File: config.mk
export PLATFORM = sky130hd
export DESIGN_NAME = pixel_word_packer
export DESIGN_NICKNAME = d
export VERILOG_FILES = /design/src/rtl/video_stream_pkg.sv /design/src/rtl/axis_out_slice.sv /design/src/rtl/pixel_word_packer.sv
export SDC_FILE = /design/constraint.sdc
export NUM_CORES = 1
export LEC_CHECK = 0
export ABC_AREA = 0
export CAP_MARGIN = 20
export CELL_PAD_IN_SITES_DETAIL_PLACEMENT = 1
export CELL_PAD_IN_SITES_GLOBAL_PLACEMENT = 1
export CORE_MARGIN = 4
export CORE_UTILIZATION = 37
export DETAILED_ROUTE_END_ITERATION = 10
export GPL_TIMING_DRIVEN = 1
export HOLD_SLACK_MARGIN = 0.03
export PLACE_DENSITY_LB_ADDON = 0.3
export SLEW_MARGIN = 25
export SYNTH_ARGS = -nofsm -noshare
export SYNTH_HDL_FRONTEND = slang
export SYNTH_SLANG_ARGS = --single-unit
File: constraint.sdc
create_clock -name out_stream_aclk -period 2.3 [get_ports out_stream_aclk]
set_input_delay 0.23 -clock out_stream_aclk [delete_from_list [all_inputs] [get_ports out_stream_aclk]]
set_output_delay 0.23 -clock out_stream_aclk [all_outputs]
set_load 0.02 [all_outputs]
File: src/rtl/video_stream_pkg.sv
// Shared types and helpers for the pixel-to-word video stream framer.
// A 24-bit {R,G,B} pixel stream is packed four pixels into three 32-bit
// words, least-significant byte first, so the byte order on the bus
// matches a plain byte copy of the pixel stream.
package video_stream_pkg;

    localparam int PIX_W  = 24;
    localparam int WORD_W = 32;

    localparam logic [3:0] KEEP_ALL = 4'hF;

    // Position of a pixel inside its 4-pixel packing group.
    // PH_LOAD pixels only fill the leftover register. Each later phase
    // completes one output word.
    typedef enum logic [1:0] {
        PH_LOAD   = 2'd0,
        PH_FIRST  = 2'd1,
        PH_SECOND = 2'd2,
        PH_THIRD  = 2'd3
    } phase_e;

    // Combines the bytes left over from earlier pixels with the current
    // pixel to form the word completed in this phase. The low bytes of
    // the word always come from the older data.
    function automatic logic [WORD_W-1:0] pack_word(
        input phase_e           phase,
        input logic [PIX_W-1:0] lo,
        input logic [PIX_W-1:0] p
    );
        logic [WORD_W-1:0] w;
        case (phase)
            PH_FIRST:  w = {p[7:0],  lo[23:0]};
            PH_SECOND: w = {p[15:0], lo[15:0]};
            PH_THIRD:  w = {p[23:0], lo[7:0]};
            default:   w = '0;
        endcase
        return w;
    endfunction

endpackage

File: src/rtl/axis_out_slice.sv
// Single register slice that drives the AXI4-Stream output.
// A new word may be loaded whenever the slice is empty or its current word
// is being taken this cycle. A word that is stalled is never overwritten,
// so tdata/tuser/tlast stay stable while tvalid && !tready.
module axis_out_slice
    import video_stream_pkg::*;
(
    input  logic              clk,
    input  logic              rst_n,
    input  logic              load,
    input  logic [WORD_W-1:0] load_data,
    input  logic              load_user,
    input  logic              load_last,
    output logic              can_load,
    output logic [WORD_W-1:0] tdata,
    output logic [3:0]        tkeep,
    output logic              tvalid,
    input  logic              tready,
    output logic              tuser,
    output logic              tlast
);

    // Space is available when empty or when the held word leaves this
    // cycle. It is forced low while reset is asserted so nothing enters.
    assign can_load = rst_n && (!tvalid || tready);

    // Every byte of every word carries pixel data.
    assign tkeep = KEEP_ALL;

    // A load replaces the word, even in a handshake cycle, so tvalid stays
    // high. A handshake with nothing new to load empties the slice.
    always_ff @(posedge clk or negedge rst_n) begin
        if (!rst_n) begin
            tvalid <= 1'b0;
            tdata  <= '0;
            tuser  <= 1'b0;
            tlast  <= 1'b0;
        end else if (load) begin
            tvalid <= 1'b1;
            tdata  <= load_data;
            tuser  <= load_user;
            tlast  <= load_last;
        end else if (tready) begin
            tvalid <= 1'b0;
        end
    end

endmodule

File: src/rtl/pixel_word_packer.sv
// Transmit-side video framer. It accepts one 24-bit pixel per handshake and
// packs every four pixels into three 32-bit AXI4-Stream words. It marks
// start of frame on tuser and end of line on tlast.
// An in_sof that arrives away from the frame origin realigns the counters:
// partially packed bytes are dropped and that pixel starts a new frame.
module pixel_word_packer
    import video_stream_pkg::*;
#(
    parameter int X_PIX  = 640,
    parameter int Y_SIZE = 480
)
(
    input  logic              out_stream_aclk,
    input  logic              periph_resetn,
    input  logic [PIX_W-1:0]  in_pixel,
    input  logic              in_valid,
    output logic              in_ready,
    input  logic              in_sof,
    output logic [WORD_W-1:0] out_stream_tdata,
    output logic [3:0]        out_stream_tkeep,
    output logic              out_stream_tvalid,
    input  logic              out_stream_tready,
    output logic              out_stream_tuser,
    output logic              out_stream_tlast,
    output logic              err_resync
);

    localparam int PX_W = $clog2(X_PIX);
    localparam int Y_W  = (Y_SIZE > 1) ? $clog2(Y_SIZE) : 1;

    localparam logic [PX_W-1:0] PX_LAST = PX_W'(X_PIX - 1);
    localparam logic [Y_W-1:0]  Y_LAST  = Y_W'(Y_SIZE - 1);

    logic [PX_W-1:0]   px;
    logic [PX_W-1:0]   px_eff;
    logic [PX_W-1:0]   px_next;
    logic [Y_W-1:0]    y;
    logic [Y_W-1:0]    y_eff;
    logic [Y_W-1:0]    y_next;
    logic [PIX_W-1:0]  lo;
    logic [PIX_W-1:0]  lo_eff;
    logic              accept;
    logic              resync;
    phase_e            phase;
    logic [WORD_W-1:0] word;
    logic              word_load;
    logic              word_user;
    logic              word_last;

    assign accept = in_valid && in_ready;

    // Only an accepted in_sof counts. At the origin it is the normal case.
    assign resync = accept && in_sof && ((px != '0) || (y != '0));

    // Position and leftover bytes as seen by the current pixel. A resync
    // makes the pixel behave as the first pixel of a fresh frame.
    always_comb begin
        px_eff = px;
        y_eff  = y;
        lo_eff = lo;
        if (resync) begin
            px_eff = '0;
            y_eff  = '0;
            lo_eff = '0;
        end
        phase = phase_e'(px_eff[1:0]);
    end

    // Position after the current pixel. It wraps at end of line and at
    // end of frame.
    always_comb begin
        px_next = px_eff + PX_W'(1);
        y_next  = y_eff;
        if (px_eff == PX_LAST) begin
            px_next = '0;
            y_next  = (y_eff == Y_LAST) ? '0 : y_eff + Y_W'(1);
        end
    end

    // Word produced by this pixel and its framing flags.
    // The first word of a frame completes at x=1 of line 0.
    // The last word of a line completes on the last pixel of the line.
    always_comb begin
        word      = pack_word(phase, lo_eff, in_pixel);
        word_load = accept && (phase != PH_LOAD);
        word_user = (px_eff == PX_W'(1)) && (y_eff == '0);
        word_last = (px_eff == PX_LAST);
    end

    // Advance the counters and keep the bytes that did not fit in the
    // emitted word. They are kept right-aligned so pack_word can append
    // them as the low bytes of the next word.
    always_ff @(posedge out_stream_aclk or negedge periph_resetn) begin
        if (!periph_resetn) begin
            px <= '0;
            y  <= '0;
            lo <= '0;
        end else if (accept) begin
            px <= px_next;
            y  <= y_next;
            case (phase)
                PH_LOAD:   lo <= in_pixel;
                PH_FIRST:  lo <= {8'h00, in_pixel[23:8]};
                PH_SECOND: lo <= {16'h0000, in_pixel[23:16]};
                default:   lo <= lo;
            endcase
        end
    end

    // Flag a misplaced start of frame for exactly the cycle after it.
    always_ff @(posedge out_stream_aclk or negedge periph_resetn) begin
        if (!periph_resetn) begin
            err_resync <= 1'b0;
        end else begin
            err_resync <= resync;
        end
    end

    axis_out_slice u_out_slice (
        .clk       (out_stream_aclk),
        .rst_n     (periph_resetn),
        .load      (word_load),
        .load_data (word),
        .load_user (word_user),
        .load_last (word_last),
        .can_load  (in_ready),
        .tdata     (out_stream_tdata),
        .tkeep     (out_stream_tkeep),
        .tvalid    (out_stream_tvalid),
        .tready    (out_stream_tready),
        .tuser     (out_stream_tuser),
        .tlast     (out_stream_tlast)
    );

endmodule

Yosys cells after proc, flatten, opt, wreduce, memory -nomap -nowiden
Index checks and enable logic that the tools add are counted.
Word-level totals
  logic and storage cells: 43
  bits in registers: 79
  input port bits: 29
  output and inout bits: 41
Operators by class
  equality and inequality tests: 6
  multiplexer cells: 10
  reductions and logical operators: 17
  $add $sub $neg: 2
Operator list (count)
  $pmux 32 s3: 1
  $pmux 24 s3: 1
  $mux 9: 3
  $mux 24: 1
  $mux 10: 2
  $add 10x1->10 const B: 1
  $eq 10x1->1 const B: 1
  $eq 10x10->1 const B: 1
  $reduce_bool 10->1: 1
  $add 9x1->9 const B: 1
  $eq 9x9->1 const B: 1
  $logic_not 9->1: 1
  $reduce_bool 9->1: 1
  $logic_and 1x1->1: 6
  $eq 2x2->1 const B: 2
  $reduce_bool 2->1: 2
  $reduce_bool 3->1: 1
  $eq 2x1->1 const B: 1
  $logic_not 2->1: 1
  $logic_or 1x1->1: 2
  $mux 1: 2
  $reduce_and 2->1: 1
  $logic_not 1->1: 1

Logic depth before layout (Yosys ltp)
Gate-level depths: netlist of run 1.
  depth after elaboration: 10
  mapped depth: 13
  depth with buffers taken out: 10

By module
A second synthesis of run 1 with hierarchy kept.
Second synthesis, totals
  cell total of the unflattened synthesis: 450
  area total of the unflattened synthesis: 4456.8 µm²
Modules (own cells, without submodules)
  pixel_word_packer: times used 1, cells an instance 369, seq. area each 1101.1 µm², area an instance 2965.3 µm²
  axis_out_slice: times used 1, cells an instance 81, seq. area each 875.8 µm², area an instance 1491.4 µm²

Least setup slack after synthesis of run 1
Ideal clock, no wire load.
  path type: register -> register
  from: register u_out_slice.tvalid
  to: register y[8]
  stages on the path, launching flop included: 13
  data required time: 2.222 ns
  setup slack: -0.387 ns
  path buffers: 2
  period minus slack after synthesis: 2.687 ns
  library setup time: 0.078 ns
  arrival: 2.609 ns
  cell sequence: dfrtp_1 nand2b_1 nand3_1 buf_2 nand2_1 inv_1 ha_1 and3_1 buf_6 nand3_4 or3_4 or4_1 a21boi_1
Between the ends
  cells in the longest elaborated chain, start to end: 10
  elaborated cells between the ends (all ways): 13
  those cells by class: add/sub (1); eq/ne (2); mux (4); reduce/logical (6)
Ends and longest elaborated chain
  from (decl): line axis_out_slice.sv:17  | output logic tvalid,
  from (signal assigned): line axis_out_slice.sv:34  | tvalid <= 1'b0;
  from (signal assigned): line axis_out_slice.sv:39  | tvalid <= 1'b1;
  from (signal assigned): line axis_out_slice.sv:44  | tvalid <= 1'b0;
  $logic_not 1->1 *: line axis_out_slice.sv:25  | assign can_load = rst_n && (!tvalid || tready);
  $logic_or 1x1->1 *: line axis_out_slice.sv:25
  $logic_and 1x1->1 *: line axis_out_slice.sv:25
  $logic_and 1x1->1 *: line pixel_word_packer.sv:50  | assign accept = in_valid && in_ready;
  $logic_and 1x1->1 (2 in a row): line pixel_word_packer.sv:53  | assign resync = accept && in_sof && ((px != '0) || (y != '0));
  $mux 9: line pixel_word_packer.sv:61  | if (resync) begin
  $add 9x1->9 or $eq 9x9->1 (tied branches): line pixel_word_packer.sv:76  | y_next = (y_eff == Y_LAST) ? '0 : y_eff + Y_W'(1);
  $mux 9: line pixel_word_packer.sv:76
  $mux 9: line pixel_word_packer.sv:74  | if (px_eff == PX_LAST) begin
  to (signal assigned): line pixel_word_packer.sv:100  | y <= y_next;
  to (decl): line pixel_word_packer.sv:37  | logic [Y_W-1:0] y;
Every way passes the cells marked *; elsewhere a longest branch is shown, timed or not.
A chain may end at the register's enable or synchronous reset.

Final worst setup path of run 1
  from: input in_sof
  to: register y[8]
Between the ends
  cells in the longest elaborated chain, start to end: 6
  elaborated cells between the ends (all ways): 9
  those cells by class: add/sub (1); eq/ne (2); mux (4); reduce/logical (2)
Ends and longest elaborated chain
  from (decl): line pixel_word_packer.sv:18  | input logic in_sof,
  $logic_and 1x1->1 * (2 in a row): line pixel_word_packer.sv:53
  $mux 9: line pixel_word_packer.sv:61
  $add 9x1->9 or $eq 9x9->1 (tied branches): line pixel_word_packer.sv:76
  $mux 9: line pixel_word_packer.sv:76
  $mux 9 *: line pixel_word_packer.sv:74
Marked as above.

==> results of run 1 <==
-- per-layer routing --
layer,GRT usage,part of all wire
met3,0.0401,0.048
met1,0.268,0.42
met4,0.0833,0.029
met5,0,0
met2,0.367,0.50
-- synth_stat cells (all sizes together), types with 2 or more instances --
library cell	n
or3	2
and2	6
and3	15
a222oi	8
nand2	66
clkbuf	25
nor4	6
o31ai	11
a22o	8
a31oi	9
a221oi	7
nor2	24
or4	4
ha	8
a22oi	16
dfrtp	79
a21oi	10
nand4	7
nor3	15
nor2b	2
buf	13
nand2b	2
nand3b	2
a221o	16
o21ai	30
inv	9
nand3	20
-- worst min path at each step --
stage	cells after the start	from	slack, ns	end
after floorplan	0	periph_resetn	-0.07	err_resync
after CTS	2	lo[20]	0.48	lo[20]
after global routing	2	lo[23]	0.51	lo[23]
after detailed placement	2	periph_resetn	0.30	u_out_slice.tdata[29]
final	2	lo[20]	0.48	lo[20]
after global placement	2	periph_resetn	0.29	u_out_slice.tdata[3]
-- cells by family after synthesis --
group,after synthesis,synth area share
compound gates,124,0.226
fa+ha+maj,8,0.0245
buf+inv,47,0.0503
flops,79,0.484
mux,2,0.00521
other cells,1,0.000919
simple gates,172,0.209
-- cells in the final DEF, fill, tap and decap left out, types with 3 or more instances in the layout --
cell	synthesis	final
dfrtp_1	79	78
o31ai_1	11	11
clkdlybuf4s50_1	0	64
and3_1	13	12
nor2_1	24	24
ha_1	8	5
a22o_1	8	8
conb_1	1	4
nor3_1	15	15
nand2_1	66	63
a222oi_1	8	8
a21oi_1	10	9
and2_1	5	3
buf_4	4	54
inv_1	8	6
a221o_1	16	16
a22oi_1	16	16
o21ai_0	30	30
nor4_1	6	5
clkbuf_8	0	10
nand3_1	19	18
a221oi_1	7	7
nand4_1	7	7
a31oi_1	9	9
buf_12	0	3
-- repair_timing --
action	4_1_cts	5_1_grt
cloned	0	0
hold endpoints to repair	26	0
pin swaps	0	3
buffers inserted	2	4
resized for setup	3	8
setup endpoints to repair	3	6
hold buffers	2	0
-- power by group --
group	switching [µW]	total, µW	leakage [µW]	internal [µW]
registers	347	2240	0.00102	1900
logic	1450	2760	0.00131	1310
clock network	530	1060	0.0000944	525
total	2330	6060	0.00243	3730
-- through the flow --
step	setup WS, ns	setup TNS, ns	instances	cell area [µm²]
2_1_floorplan	-0.106	-0.193	436	4150
3_3_place_gp	-0.356	-10.25	652	5190
3_5_place_dp	-0.495	-13.29	652	5190
4_1_cts	0.00275	0	671	5440
5_1_grt	-0.0853	-0.152	675	5500
6_report	-0.00689	-0.00689	675	5500
-- cell type report --
class | count | area (µm²) | share of cell area
tap | 140 | 175 | 0.0319
inverter | 9 | 38.8 | 0.00705
multi-input combinational | 310 | 1990 | 0.363
sequential | 79 | 1980 | 0.360
clock buffer | 10 | 138 | 0.0250
timing repair buffer | 122 | 1120 | 0.203
clock inverter | 5 | 58.8 | 0.0107
-- state kept, by name, summed over array words and instances, names as in the netlist --
name and cells:
u_out_slice.tuser 1, px 10, u_out_slice.tlast 1, lo 24
y 9, err_resync 1, u_out_slice.tdata 32, u_out_slice.tvalid 1
-- tightest hold or removal path, delay by kind of cell, from the launching register on --
family	cells	cell delay (ns)
and+or+nand+nor	2	0.10
DFF	1	0.35
==> metrics.md, run 1 <==
| Metric | Value |
|---|---|
| Outcome | `finished, violations left` |
| Failing checks | `setup timing` |
| CTS tree | `yes` |
| CP top delay family | `simple AND/OR/NAND/NOR gates` |
| Ratio of final minimum period to clock period | `1.00` |
| DRT antenna net count | `0` |
| Worst-path cell with the longest stage delay | `clkdlybuf4s50_1` |
| Detail Placement HPWL | `9.61 mm` |
| Max rail drop VDD | `0.553 mV` |
| Fin crit period | `2.31 ns` |
| Detailed Route Iter0 Violations | `204` |
| Die Y | `113 µm` |
| Buffers on Ports | `65` |
| CTS root buffer | `clkbuf_8` |
| Core area | `10800 µm²` |
| Avg Inst Size Synth | `9.43 µm²` |
| Antenna Cells | `0` |
| Area leader, netlist | `dfrtp_1` |
| Async S/R FF share, synth | `1.00` |
| Vias post-DR | `3905` |
| Least-Margin Pin Slew | `0.674 ns` |
| Register area share after synthesis | `0.484` |
| Setup slack after layout | `-0.00689 ns` |
| Initial Util | `0.377` |
| Maxcap violations | `0` |
| Fin nets | `568` |
| R2r setup slk | `0.02 ns` |
| Number of global-route vias before repair | `4122` |
| Yosys top cell area share | `0.484` |
| Clock Sinks | `roughly 80` |
| Worst Path Class, Setup | `in -> reg` |
| Crit path buf inv count | `1` |
| # fillers | `1250` |
| Synthesis warning total | `0` |
| Synthesis-to-finish area growth | `34.7%` |
| Hold WS | `around 0.48 ns` |
| Max Fanout on Critical Path | `6` |
| R2r endpoint | `y[8]` |
| Worst-Skew Late Latency | `0.36 ns` |
| Cts bufs inserted | `9` |
| #FFs+latches synth | `79` |
| CTS HTree Levels | `3` |
| Clk_skew | `0.00770 ns` |
| CP peak stage delay | `slightly above 0.6 ns` |
| Routed wire per std cell | `19.7 µm` |
| DIE AREA | `12800 µm²` |
| Antenna violations before repair | `0` |
| Fin util | `0.507` |
| Final setup viols | `1` |
| Worst Setup SP | `in_sof` |
| Critical path depth in cells | `9` |
| Mapped Area | `4080 µm²` |
| GRT Util Overall | `0.214` |
| Worst hold path type | `reg -> reg` |
| CP Cell Sequence | `clkdlybuf4s50_1 -> nand3_4 -> and2_4 -> ha_2 -> nand4_1 -> nor4_2 -> or3_4 -> or4_4 -> a21boi_2` |
| Final hold viol count | `0` |
| WL final | `13.3 mm` |
| Post-route DRC | `0` |
| IO Pins | `70` |
| # rows | `38` |
| Relative slew margins | `0.551` |
| Max Slew Vio Count | `0` |
| R2r startpoint | `u_out_slice.tvalid` |
| First-pass GRT wire length | `21.7 mm` |
| Overall Power | `6060 µW` |
| DIE WIDTH | `113 µm` |
| R2R depth | `9` |
| Critical path capture point | `y[8]` |
| Worst setup SP type | `input pin` |
| Post-synthesis instance total | `433` |
| Arr. time, crit path | `2.59 ns` |
| Fmax | `about 430 MHz` |
| Number of enable flip-flop cells after synthesis | `0` |
| Gpl congestion | `0.960` |
| Critical Path Sink Type | `register` |
| Clock buffer depth | `2` |
| Distinct cells, synth | `49` |
| Main synth FF type | `dfrtp_1` |
| Layout cell share with drive strength beyond 1 | `0.193` |
| Vias/cell | `5.79` |
| Router iterations before antenna repair | `5` |
| Static Leak | `between 0.002 and 0.0025 µW` |
| Largest net degree at the start of global routing | `54` |
| Worst Path Required | `between 2 and 3 ns` |
| Grt total ovfl | `0` |
| Power density over the cells | `1100 nW/µm²` |
| Synth top area cells | `dfrtp_1 48%, nand2_1 6.1%, a221o_1 3.9%, o21ai_0 3.7%, a22oi_1 2.9%` |
| Worst-path clk slew | `about 0.080 ns` |
(Power assumes the default switching activity.)
==> run 2: changes to the inputs <==
--- a/config.mk
+++ b/config.mk
@@ -9,11 +9,12 @@
 export CAP_MARGIN = 20
 export CELL_PAD_IN_SITES_DETAIL_PLACEMENT = 1
 export CELL_PAD_IN_SITES_GLOBAL_PLACEMENT = 1
+export CORE_ASPECT_RATIO = 0.9
 export CORE_MARGIN = 4
 export CORE_UTILIZATION = 37
 export DETAILED_ROUTE_END_ITERATION = 10
 export GPL_TIMING_DRIVEN = 1
-export HOLD_SLACK_MARGIN = 0.03
+export HOLD_SLACK_MARGIN = 0.12
 export PLACE_DENSITY_LB_ADDON = 0.3
 export SLEW_MARGIN = 25
 export SYNTH_ARGS = -nofsm -noshare
==> metrics.md, run 2 (synthesized netlist as in run 1, its figures left out) <==
| Metric | Value |
|---|---|
| Die Y | `108 µm (was 113 µm)` |
| Fin util | `0.518 (was 0.507)` |
| Power density over the cells | `1180 nW/µm² (was 1100 nW/µm²)` |
| Vias/cell | `5.94 (was 5.79)` |
| Initial Util | `0.378 (was 0.377)` |
| GRT Util Overall | `0.225 (was 0.214)` |
| Worst-Skew Late Latency | `0.33 ns (was 0.36 ns)` |
| Antenna violations before repair | `0 (unchanged)` |
| Largest registers | `u_out_slice.tdata: 32 flops, lo: 24 flops, px: 10 flops (unchanged)` |
| IO Pins | `70 (unchanged)` |
| Detailed Route Iter0 Violations | `408 (was 204)` |
| Fmax | `440 MHz (was 433 MHz)` |
| Worst-path cell with the longest stage delay | `or4_4 (was clkdlybuf4s50_1)` |
| # rows | `36 (was 38)` |
| Worst Path Class, Setup | `reg -> reg (was in -> reg)` |
| DIE AREA | `12800 µm² (about the same)` |
| Buffers on Ports | `65 (unchanged)` |
| Worst Path Required | `2.56 ns (was 2.59 ns)` |
| Most common cell after layout, fill and taps aside | `dfrtp_1 (unchanged)` |
| Cts bufs inserted | `9 (unchanged)` |
| Max rail drop VDD | `0.435 mV (was 0.553 mV)` |
| Router iterations before antenna repair | `5 (unchanged)` |
| CTS root buffer | `clkbuf_16 (was clkbuf_8)` |
| Top reg by flops | `u_out_slice.tdata (unchanged)` |
| Overall Power | `6600 µW (was 6060 µW)` |
| Synthesis-to-finish area growth | `37.3% (was 34.7%)` |
| Grt total ovfl | `0 (unchanged)` |
| DIE WIDTH | `119 µm (was 113 µm)` |
| Arr. time, crit path | `2.53 ns (was 2.59 ns)` |
| Max reg flops | `32 (unchanged)` |
| Final hold viol count | `0 (unchanged)` |
| Outcome | `finished clean (was finished, violations left)` |
| Clk_skew | `0.00949 ns (was 0.00770 ns)` |
| Placed cell area | `5230 µm² (was 5190 µm²)` |
| Core area | `10800 µm² (about the same)` |
| Routed wire per std cell | `21.3 µm (was 19.7 µm)` |
| R2r setup slk | `0.03 ns (was 0.02 ns)` |
| Most frequent cells in the layout | `78 x dfrtp_1, 64 x clkdlybuf4s50_1, 63 x nand2_1 (unchanged)` |
| Worst setup SP type | `register (was input pin)` |
| WL final | `14.2 mm (was 13.3 mm)` |
| DRT antenna net count | `0 (unchanged)` |
| RSZ-0062 raised after global routing | `yes` |
| Max Slew Vio Count | `0 (unchanged)` |
| Ratio of final minimum period to clock period | `0.989 (was 1.00)` |
| Hold WS | `0.470 ns (was 0.477 ns)` |
| CP Cell Sequence | `nand2b_4 -> nand3_4 -> and2_4 -> ha_2 -> nand4_1 -> nor4_2 -> or3_4 -> or4_4 -> a21boi_2 (was clkdlybuf4s50_1 -> nand3_4 -> and2_4 -> ha_2 -> nand4_1 -> nor4_2 -> or3_4 -> or4_4 -> a21boi_2)` |
| Clock Sinks | `79 (unchanged)` |
| Post-route DRC | `0 (unchanged)` |
| Maxcap violations | `0 (unchanged)` |
| Detail Placement HPWL | `10.0 mm (was 9.61 mm)` |
| Layout cell share with drive strength beyond 1 | `0.191 (was 0.193)` |
| Largest net degree at the start of global routing | `42 (was 54)` |
| CP peak stage delay | `0.50 ns (was 0.61 ns)` |
| Gpl congestion | `0.854 (was 0.960)` |
| Clock buffer depth | `2 (unchanged)` |
| Critical Path Sink Type | `register (unchanged)` |
| Antenna Cells | `0 (unchanged)` |
| CTS HTree Levels | `3 (unchanged)` |
| Max Fanout on Critical Path | `6 (unchanged)` |
| Static Leak | `0.00246 µW (was 0.00243 µW)` |
| CTS tree | `yes (unchanged)` |
| Final std cell area, no fill | `5600 µm² (was 5500 µm²)` |
| Relative slew margins | `0.641 (was 0.551)` |
| Least-Margin Pin Slew | `0.538 ns (was 0.674 ns)` |
| Number of global-route vias before repair | `4084 (was 4122)` |
| Vias post-DR | `3954 (was 3905)` |
| Fin nets | `566 (was 568)` |
| Total negative slack | `0 ns (was -0.00689 ns)` |
| Fin crit period | `2.27 ns (was 2.31 ns)` |
| Final setup viols | `0 (was 1)` |
| Worst hold path type | `reg -> reg (unchanged)` |
| Worst-path clk slew | `0.06 ns (was 0.08 ns)` |
| First-pass GRT wire length | `22.6 mm (was 21.7 mm)` |
==> run 2: changes by cell type in the layout (fill, tap and decap cells not counted), moves of 2 or more <==
cell / previous run / this run
buf_4: 54 / 50
nor4_2: 1 / 3
nor4_1: 5 / 3
clkbuf_16: 0 / 9
clkbuf_8: 10 / 0
buf_12: 3 / 5
==> run 2: path summary, 6_finish.rpt <==
check	depth (start not counted)	to	startpoint
max in group asynchronous	4	y[3]	periph_resetn
hold reg to reg	2	lo[22]	lo[22]
hold / removal	2	lo[22]	lo[22]
setup reg to reg	9	y[8]	u_out_slice.tvalid
setup / recovery	9	y[8]	u_out_slice.tvalid
min in group asynchronous	4	y[6]	periph_resetn
==> run 2: final cells by class <==
| type | count | area [µm²] |
|---|---|---|
| timing repair buffer | 120 | 1130 |
| multi-input combinational | 310 | 2000 |
| inverter | 9 | 38.8 |
| sequential | 79 | 1980 |
| tap | 133 | 166 |
| clock inverter | 5 | 60.1 |
| fill | 1221 | 5210 |
| clock buffer | 10 | 229 |
==> run 2: where the power goes <==
group	internal, µW	leakage (µW)	total (µW)	switching [µW]
sequential	1900	0.00102	2280	379
clock	838	0.000139	1420	586
combinational	1360	0.00131	2890	1530
==> run 2: worst max-delay path: cells and delay by family, from the launching register on <==
| family | cells | cell delay, ns |
|---|---|---|
| adders and majority gates | 1 | 0.16 |
| and+or+nand+nor | 7 | 1.47 |
| AOI/OAI and AO/OA | 1 | 0.15 |
| DFF | 1 | 0.42 |
==> run 2: repair_timing <==
item / 4_1_cts / 5_1_grt
hold endpoints to repair: 41 / 0
pin swaps: 0 / 5
setup endpoints to repair: 2 / 17
setup buffers: 0 / 1
resized for setup: 3 / 10
hold buffers: 2 / 0
==> run 2: metrics by stage <==
step	setup slack (ns)	std cells
after floorplan	-0.106	436
after global placement	-0.325	648
after detailed placement	-0.431	648
after CTS	0.0000508	665
after global routing	-0.0711	666
final	0.0264	666
==> run 2: routing by layer <==
metal | global-route usage | share of wire | vias up
li1 | - | - | 1800
met1 | 0.305 | 0.45 | 1997
met2 | 0.361 | 0.47 | 134
met3 | 0.0499 | 0.056 | 23
met4 | 0.0695 | 0.017 | 0
met5 | 0 | 0 | -
==> run 3: changes to the inputs <==
==> constraint.sdc (replaced) <==
create_clock -name out_stream_aclk -period 2.3 [get_ports out_stream_aclk]
set_input_delay 0.69 -clock out_stream_aclk [delete_from_list [all_inputs] [get_ports out_stream_aclk]]
set_output_delay 0.69 -clock out_stream_aclk [all_outputs]
set_load 0.02 [all_outputs]
==> metrics.md, run 3 (synthesized netlist as in run 1, its figures left out) <==
| Metric | Value |
|---|---|
| Core area | `10800 µm² (unchanged)` |
| Largest registers | `u_out_slice.tdata: 32 flops, lo: 24 flops, px: 10 flops (unchanged)` |
| IO Pins | `70 (unchanged)` |
| CTS HTree Levels | `3 (unchanged)` |
| Failing checks | `setup timing` |
| CP Cell Sequence | `buf_6 -> and2_4 -> nand3_4 -> nand2_4 -> inv_4 -> ha_4 -> and3_4 -> nand3_4 -> or3_4 -> or4_4 -> a21boi_1 (was nand2b_4 -> nand3_4 -> and2_4 -> ha_2 -> nand4_1 -> nor4_2 -> or3_4 -> or4_4 -> a21boi_2)` |
| Router iterations before antenna repair | `5 (unchanged)` |
| Power density over the cells | `1160 nW/µm² (was 1180 nW/µm²)` |
| CP top delay family | `simple AND/OR/NAND/NOR gates (unchanged)` |
| DRT antenna net count | `0 (unchanged)` |
| Max rail drop VDD | `0.551 mV (was 0.435 mV)` |
| Combinational power share | `0.430 (was 0.438)` |
| Cts hold-fix bufs | `0 (was 2)` |
| Most frequent cells in the layout | `79 x dfrtp_1, 64 x nand2_1, 64 x buf_4 (was 78 x dfrtp_1, 64 x clkdlybuf4s50_1, 63 x nand2_1)` |
| Post-route DRC | `0 (unchanged)` |
| Cts bufs inserted | `9 (unchanged)` |
| Worst Path Class, Setup | `in -> reg (was reg -> reg)` |
| Detail Placement HPWL | `10.2 mm (was 10.0 mm)` |
| Highest Signal Layer | `met4 (unchanged)` |
| Clk_skew | `0.00565 ns (was 0.00949 ns)` |
| Routed met3 length | `724 µm (was 800 µm)` |
| Final std cell area, no fill | `5700 µm² (was 5600 µm²)` |
| Clock Sinks | `79 (unchanged)` |
| Grt total ovfl | `0 (unchanged)` |
| Setup slack after layout | `-0.0268 ns (was 0.0264 ns)` |
| Max Fanout on Critical Path | `5 (was 6)` |
| Detailed Route Iter0 Violations | `344 (was 408)` |
| Fin nets | `579 (was 566)` |
| Worst-path cell with the longest stage delay | `or4_4 (unchanged)` |
| Vias post-DR | `3998 (was 3954)` |
| Max Slew Vio Count | `0 (unchanged)` |
| Dpl ws | `-0.799 ns (was -0.431 ns)` |
| WL final | `13.8 mm (was 14.2 mm)` |
| Largest net degree at the start of global routing | `46 (was 42)` |
| # rows | `36 (unchanged)` |
| Outcome | `finished, violations left (was finished clean)` |
| Vias/cell | `5.88 (was 5.94)` |
| R2R depth | `9 (unchanged)` |
| Total negative slack | `-0.0403 ns (was 0 ns)` |
| Routed wire per std cell | `20.3 µm (was 21.3 µm)` |
| Worst setup SP type | `input pin (was register)` |
| CTS tree | `yes (unchanged)` |
| Most common cell after layout, fill and taps aside | `dfrtp_1 (unchanged)` |
| Final setup viols | `2 (was 0)` |
| Arr. time, crit path | `2.60 ns (was 2.53 ns)` |
| Least-Margin Pin Slew | `0.564 ns (was 0.538 ns)` |
| Int Power | `4130 µW (was 4100 µW)` |
| Ratio of final minimum period to clock period | `1.01 (was 0.989)` |
| Fin util | `0.528 (was 0.518)` |
| Final hold viol count | `0 (unchanged)` |
| Placed cell area | `5300 µm² (was 5230 µm²)` |
| Critical Path Sink Type | `register (unchanged)` |
| Initial Util | `0.378 (unchanged)` |
| CTS root buffer | `clkbuf_16 (unchanged)` |
| Max reg flops | `32 (unchanged)` |
| Top cell by count, worst path | `nand3_4` |
| Relative slew margins | `0.624 (was 0.641)` |
| R2r setup slk | `0.09 ns (was 0.03 ns)` |
| First-pass GRT wire length | `22.3 mm (was 22.6 mm)` |
| Number of global-route vias before repair | `3997 (was 4084)` |
| Worst Setup SP | `in_valid (was u_out_slice.tvalid)` |
| R2r endpoint | `y[8] (unchanged)` |
| Antenna violations before repair | `0 (unchanged)` |
| DIE WIDTH | `119 µm (unchanged)` |
| Antenna Cells | `0 (unchanged)` |
| Clock share of power | `0.227 (was 0.216)` |
| Worst-Skew Late Latency | `0.34 ns (was 0.33 ns)` |
| DIE AREA | `12800 µm² (unchanged)` |
| Synthesis-to-finish area growth | `39.8% (was 37.3%)` |
| Static Leak | `0.00253 µW (was 0.00246 µW)` |
| Fin cells | `680 (was 666)` |
| Fmax | `430 MHz (was 440 MHz)` |
| # fillers | `1213 (was 1221)` |
| Top reg by flops | `u_out_slice.tdata (unchanged)` |
| Die Y | `108 µm (unchanged)` |
| Layout cell share with drive strength beyond 1 | `0.223 (was 0.191)` |
| DR WL met2 | `6.45 mm (was 6.70 mm)` |
| Buffers on Ports | `65 (unchanged)` |
| Gpl congestion | `0.848 (was 0.854)` |
| Worst Path Required | `2.57 ns (was 2.56 ns)` |
| GRT Util Overall | `0.221 (was 0.225)` |
| WL met1 | `6.45 mm (was 6.47 mm)` |
| Switching Power | `2470 µW (was 2500 µW)` |
| Worst hold path type | `in -> async (was reg -> reg)` |
| Maxcap violations | `0 (unchanged)` |
| Crit path buf inv count | `2 (was 0)` |
| CP peak stage delay | `0.51 ns (was 0.50 ns)` |
| Worst-path clk slew | `0.06 ns (about the same)` |
| RSZ-0062 raised after global routing | `yes (unchanged)` |
| Flop pwr share | `0.344 (was 0.346)` |
| Clock buffer depth | `2 (unchanged)` |
| R2r startpoint | `u_out_slice.tvalid (unchanged)` |
| Placed cells | `660 (was 648)` |
| Fin crit period | `2.33 ns (was 2.27 ns)` |
| Switch share | `0.375 (was 0.379)` |
-- run 3: timing repair --
action	in CTS	in global routing
endpoints found under the setup margin	72	35
resized for setup	20	14
cloned	0	0
setup buffers	4	1
pin swaps	11	5
-- run 3: layout make-up --
type | instances | area (µm²) | area share
Inverter | 9 | 38.8 | 0.00680
Tap cell | 133 | 166 | 0.0292
Multi-Input combinational cell | 310 | 2020 | 0.354
Sequential cell | 79 | 1980 | 0.347
Clock buffer | 10 | 239 | 0.0419
Timing Repair Buffer | 133 | 1190 | 0.209
Clock inverter | 6 | 72.6 | 0.0127
-- run 3: how the worst max path moves through the flow --
stage / end / depth (start not counted) / slack, ns
floorplan: y[8] / 12 / -0.45
global placement: u_out_slice.tdata[31] / 11 / -0.80
detailed placement: y[8] / 10 / -0.80
CTS: y[8] / 11 / -0.02
global route: y[5] / 13 / -0.09
finish: y[8] / 11 / -0.03
-- run 3: power groups by stage --
stage          sequential, µW  clock, µW  combinational, µW
2_1_floorplan            2530          0               1160
3_3_place_gp             2250          0               2740
3_5_place_dp             2280          0               2810
4_1_cts                  2260       1530               2850
5_1_grt                  2330       1590               3080
6_report                 2270       1500               2840
-- run 3: through the flow --
stage	power, µW	hold WS [ns]
after detailed placement	5100	0.461
after global placement	4990	0.450
final	6600	0.306
after CTS	6640	0.312
after global routing	6990	0.326
after floorplan	3690	0.394
-- run 3: worst register-to-register path: stages, from the launching register on --
cell,delay [ns]
dfrtp_1,0.41
nand2b_4,0.11
nand3_4,0.11
and2_4,0.20
ha_4,0.16
nand4_1,0.12
nor4_2,0.07
or3_4,0.33
or4_4,0.51
a21boi_1,0.13
-- run 3: layer usage --
metal	GRT usage	up-vias
met1	0.317	2021
li1	-	1820
met3	0.0431	19
met4	0.0538	0
met5	0	-
met2	0.345	138
